[config.mk]
export PLATFORM = sky130hd
export DESIGN_NAME = nap_controller
export DESIGN_NICKNAME = d
export VERILOG_FILES = /design/src/rtl/nap_controller.sv
export SDC_FILE = /design/constraint.sdc
export NUM_CORES = 1
export LEC_CHECK = 0
export CORE_AREA = 2 2 72 109
export DETAILED_ROUTE_END_ITERATION = 8
export DIE_AREA = 0 0 74 111
export GPL_ROUTABILITY_DRIVEN = 0
export PLACE_DENSITY = 0.74
export SYNTH_ARGS = -nofsm -noshare
export SYNTH_HDL_FRONTEND = slang
export SYNTH_SLANG_ARGS = --single-unit
export TNS_END_PERCENT = 10
[constraint.sdc]
create_clock -name clock -period 1.95 [get_ports clock]
set_input_delay 0.39 -clock clock [delete_from_list [all_inputs] [get_ports clock]]
set_output_delay 0.39 -clock clock [all_outputs]
set_load 0.05 [all_outputs]
[src/rtl/nap_controller.sv]
// Nap timer front-end: edits a BCD hh:mm:ss preset, loads it into an external
// down-counting time register, runs/pauses it and raises a timed alarm at zero.
module nap_controller #(
    parameter int unsigned ALARM_CYCLES = 50000000,
    parameter int unsigned PRESET_M10   = 2
) (
    input  logic       clock,
    input  logic       reset,
    input  logic       btn_set,
    input  logic       btn_next,
    input  logic       btn_up,
    input  logic       btn_start,
    input  logic       zero,
    output logic       wr,
    output logic       run,
    output logic [3:0] set_h10,
    output logic [3:0] set_h1,
    output logic [3:0] set_m10,
    output logic [3:0] set_m1,
    output logic [3:0] set_s10,
    output logic [3:0] set_s1,
    output logic [2:0] cursor,
    output logic [2:0] state,
    output logic       alarm
);

    localparam int unsigned AW = $clog2(ALARM_CYCLES + 1);

    typedef enum logic [2:0] {
        S_IDLE  = 3'd0,
        S_EDIT  = 3'd1,
        S_LOAD  = 3'd2,
        S_RUN   = 3'd3,
        S_PAUSE = 3'd4,
        S_ALARM = 3'd5
    } state_t;

    state_t          cur, nxt;
    logic [2:0]      nxt_cursor;
    logic [1:0]      guard, nxt_guard;
    logic [AW-1:0]   acnt, nxt_acnt;
    logic            inc_digit;
    logic            all_zero;
    logic            any_btn;
    logic [3:0]      h10_inc;

    function automatic logic [3:0] bump(input logic [3:0] d, input logic [3:0] lim);
        return (d >= lim) ? 4'd0 : d + 4'd1;
    endfunction

    assign all_zero = (set_h10 == '0) && (set_h1 == '0) && (set_m10 == '0) &&
                      (set_m1 == '0) && (set_s10 == '0) && (set_s1 == '0);
    assign any_btn  = btn_set | btn_start | btn_next | btn_up;
    assign state    = cur;
    assign h10_inc  = bump(set_h10, 4'd2);

    always_ff @(posedge clock or posedge reset) begin
        if (reset) begin
            cur    <= S_IDLE;
            cursor <= '0;
            guard  <= '0;
            acnt   <= '0;
            wr     <= 1'b0;
            run    <= 1'b0;
            alarm  <= 1'b0;
        end else begin
            cur    <= nxt;
            cursor <= nxt_cursor;
            guard  <= nxt_guard;
            acnt   <= nxt_acnt;
            // Outputs registered from the next state so they track the state register exactly.
            wr     <= (nxt == S_LOAD);
            run    <= (nxt == S_RUN);
            alarm  <= (nxt == S_ALARM);
        end
    end

    always_comb begin
        nxt        = cur;
        nxt_cursor = cursor;
        nxt_guard  = '0;
        nxt_acnt   = '0;
        inc_digit  = 1'b0;
        case (cur)
            S_IDLE: begin
                if (btn_set) begin
                    nxt        = S_EDIT;
                    nxt_cursor = '0;
                end else if (btn_start && !all_zero) begin
                    nxt = S_LOAD;
                end
            end
            S_EDIT: begin
                if (btn_set) begin
                    nxt = S_IDLE;
                end else if (btn_start) begin
                    if (!all_zero) nxt = S_LOAD;
                end else if (btn_next) begin
                    nxt_cursor = (cursor == 3'd5) ? 3'd0 : cursor + 3'd1;
                end else if (btn_up) begin
                    inc_digit = 1'b1;
                end
            end
            S_LOAD: begin
                nxt       = S_RUN;
                nxt_guard = 2'd2;
            end
            S_RUN: begin
                // While the guard is pending the zero flag is stale from the previous count.
                if (guard != '0) begin
                    nxt_guard = guard - 2'd1;
                    if (btn_set)        nxt = S_IDLE;
                    else if (btn_start) nxt = S_PAUSE;
                end else if (zero) begin
                    nxt = S_ALARM;
                end else if (btn_set) begin
                    nxt = S_IDLE;
                end else if (btn_start) begin
                    nxt = S_PAUSE;
                end
            end
            S_PAUSE: begin
                if (btn_set)        nxt = S_IDLE;
                else if (btn_start) nxt = S_RUN;
            end
            S_ALARM: begin
                if (any_btn || acnt == AW'(ALARM_CYCLES - 1)) nxt = S_IDLE;
                else nxt_acnt = acnt + AW'(1);
            end
            default: nxt = S_IDLE;
        endcase
    end

    always_ff @(posedge clock or posedge reset) begin
        if (reset) begin
            set_h10 <= '0;
            set_h1  <= '0;
            set_m10 <= 4'(PRESET_M10);
            set_m1  <= '0;
            set_s10 <= '0;
            set_s1  <= '0;
        end else if (inc_digit) begin
            case (cursor)
                3'd0: begin
                    set_h10 <= h10_inc;
                    if (h10_inc == 4'd2 && set_h1 > 4'd3) set_h1 <= '0;
                end
                3'd1: set_h1  <= bump(set_h1, (set_h10 == 4'd2) ? 4'd3 : 4'd9);
                3'd2: set_m10 <= bump(set_m10, 4'd5);
                3'd3: set_m1  <= bump(set_m1, 4'd9);
                3'd4: set_s10 <= bump(set_s10, 4'd5);
                3'd5: set_s1  <= bump(set_s1, 4'd9);
                default: ;
            endcase
        end
    end

endmodule
==> flow_summary.yaml <==
critical_path:
  path_cells: "inv_2 > ha_4 > nand2_4 > ha_4 > a211o_1 > a2111oi_4 > buf_4 > nand3_2 > o211ai_1"
  critical-path-slowest-cell: "dfrtp_2"
  worstSetupPathType: "reg2reg"
  critPathArrivalTime_ns: 2.18
  crit_family: "compound AO/OA/AOI/OAI gates"
  r2r_setup_slack_ns: 0.006
  cp-start-kind: "flip-flop"
  cp_max_fo: 6
  cpMostUsedCell: "ha_4"
  cpPeakStageDelay_ns: 0.41
  worst-path-buf-inv: 2
  critPathCaptureType: "flip-flop"
  required_ns: 2.19
grt:
  overflow: 0
  antenna_found_initial: 0
  grt_pass1_wl_mm: 13.8
  first_global_vias: 3066
  grt_util_all_layers_pct: 21.5
  grt_max_degree: 20
floorplanning:
  chipHeight_um: 111
  core_mm2: 0.00737
  die_area_mm2: 0.00821
  die_w_um: 74
  io_pins: 40
  start_util_pct: 48.3
  rows: 39
placed_design:
  dp_hpwl_mm: 6.04
  port_buffers: 39
  dp_cells: 543
sta:
  grt_setup_unrepaired: "yes"
  fin_skew_ns: 0.00432
  worstMarginPinSlew_ns: 0.517
  setup_viol: 0
  period_share_pct: 99.7
  hold_viol_final: 0
  tns_ns: 0
  fmax_mhz: 514
  slew_violations: 0
  slew_headroom_pct: 65.2
  min_period_ns: 1.94
drt:
  vias_per_cell: 5.51
  firstDrtPassIters: 4
  wl_met3_um: 340
  wl_met1_mm: 3.31
  via_count: 3095
  routedWlPerCell_um: 14.6
  top_layer: "met4"
  finalWirelength_mm: 8.20
  drc: 0
  wl_met2_mm: 4.35
  drtIter0Drc: 187
  ant_nets: 0
yosys:
  synth_fp_nets: 408
  synth-seq-cells: 61
  synth_top_area_cell: "dfrtp_1"
  synthCells: 376
  synth_top_area_share_pct: 42.1
  synth_cell_types: 56
  synthArstFlopShare_pct: 100
  synth-edff-count: 0
  synth_warnings: 0
  synthTopCellsByCount: "dfrtp_1 (60), nor2_1 (31), nand2_1 (29)"
  synthTopCellsByArea: "dfrtp_1 (42%), ha_1 (8.8%), o21ai_0 (3.5%), nor2_1 (3.3%), nand2_1 (3.1%)"
  synth_flop_cell: "dfrtp_1"
  syn_area_per_cell_um2: 9.47
  yosysMostFrequentCell: "dfrtp_1"
  syn_area_mm2: 0.00356
  ys_seq_area_share_pct: 42.9
clocking:
  clockBufferDepth: 2
  cts_tree: "yes"
  cts_sinks: 61
  clkTransAtPathRegs_ns: 0.05
  insertion_delay_ns: 0.33
  cts_max_level: 3
  cts_buffers: 9
  ctsHoldBuffers: 0
  cts-root-buf: "clkbuf_16"
pwr:
  leakage_nw: 2.00
  power.density_mw_per_mm2: 958
  vdd_drop_max_uv: 557
layout:
  finalNonFillerCells: 562
  area_growth_pct: 30.0
  nets: 487
  n_antenna_cell: 0
  drive_gt1_share_pct: 25.9
flow_run:
  drv_cap: 0
hold_path:
  hold_path_class: "in2async"
status:
  status: "finished, final reports clean"
-- where the power goes --
part | switching (mW) | internal, mW
logic | 0.906 | 0.581
clock network | 0.540 | 0.849
registers | 0.168 | 1.39
total | 1.61 | 2.82
-- layout by cell type, fill, tap and decap left out, types with 5 or more instances in the layout --
| cell type | synthesis | final |
|---|---|---|
| nor2_1 | 31 | 30 |
| o31ai_1 | 12 | 12 |
| nor3_1 | 5 | 5 |
| nand2_1 | 29 | 28 |
| xor2_1 | 11 | 11 |
| nand3_1 | 19 | 17 |
| or4_1 | 7 | 7 |
| nor4_1 | 6 | 5 |
| a21oi_1 | 13 | 13 |
| nand2b_1 | 10 | 10 |
| dfrtp_1 | 60 | 56 |
| o21ai_0 | 25 | 24 |
| clkdlybuf4s50_1 | 0 | 9 |
| buf_4 | 1 | 72 |
| clkbuf_16 | 0 | 9 |
| nand4_1 | 15 | 15 |
| ha_1 | 25 | 23 |
| inv_1 | 24 | 22 |
-- through the flow --
step | hold slack (ns) | area [um^2] | worst slack, ns | total power, mW | utilization [%]
floorplan | 0.429 | 3610 | -0.0832 | 2.50 | -
finish | 0.453 | 4630 | 0.00634 | 4.44 | 62.8
global placement | 0.444 | 4290 | -0.204 | 2.99 | 58.3
CTS | 0.467 | 4590 | -0.0713 | 4.45 | 62.3
global route | 0.481 | 4630 | -0.120 | 4.66 | 62.8
detailed placement | 0.455 | 4290 | -0.304 | 3.01 | 58.3
-- worst register-to-register path, cell delays in order, from the launching register on --
cell,delay (ns)
dfrtp_2,0.41
inv_2,0.08
ha_4,0.15
nand2_4,0.06
ha_4,0.21
a211o_1,0.29
a2111oi_4,0.28
buf_4,0.20
nand3_2,0.08
o211ai_1,0.10
-- sequential cells by signal (all words and copies together) (netlist names), 4 cells and up --
register / count
set_m10: 4
set_h1: 4
set_h10: 4
set_s10: 4
acnt: 26
set_s1: 4
set_m1: 4
-- final cells by class --
cell class                 count  area [um^2]
tap                          102          128
multi-input combinational    274         1920
clock inverter                 5         27.5
clock buffer                  11          233
timing repair buffer          85          693
fill                         609         2740
inverter                      24         93.8
sequential                    61         1530
-- cell families (layout without fill, tap and decap cells) --
kind of cell	count (synthesis)	in the layout	synth area share, %
buffers and inverters	41	125	5.58
and+or+nand+nor	167	167	26.9
muxes	1	1	0.281
DFF	61	61	42.9
AOI/OAI and AO/OA	67	67	12.2
xor gates and xnor gates	14	14	3.44
adders and majority gates	25	25	8.78
-- metal layers --
metal  GRT usage (%)  up-vias
met5               0        -
met3            5.27       17
met2            35.9       70
met1            25.6     1496
li1                -     1512
met4            9.09        0
-- final timing paths --
kind,from,endpoint,cells after the start
min,reset,set_h10[0],2
max,set_h10[0],set_h1[3],9
min reg2reg,guard[0],guard[0],1
max reg2reg,set_h10[0],set_h1[3],9
max in group asynchronous,reset,set_s10[1],3
min in group clock,guard[0],guard[0],1
-- what timing repair did --
action / CTS / global route
setup buffers: 3 / 0
hold endpoints to repair: 0 / 0
gates resized for setup: 3 / 10
pin swaps: 5 / 6
setup endpoints to repair: 4 / 31
(Power assumes the default switching activity.)
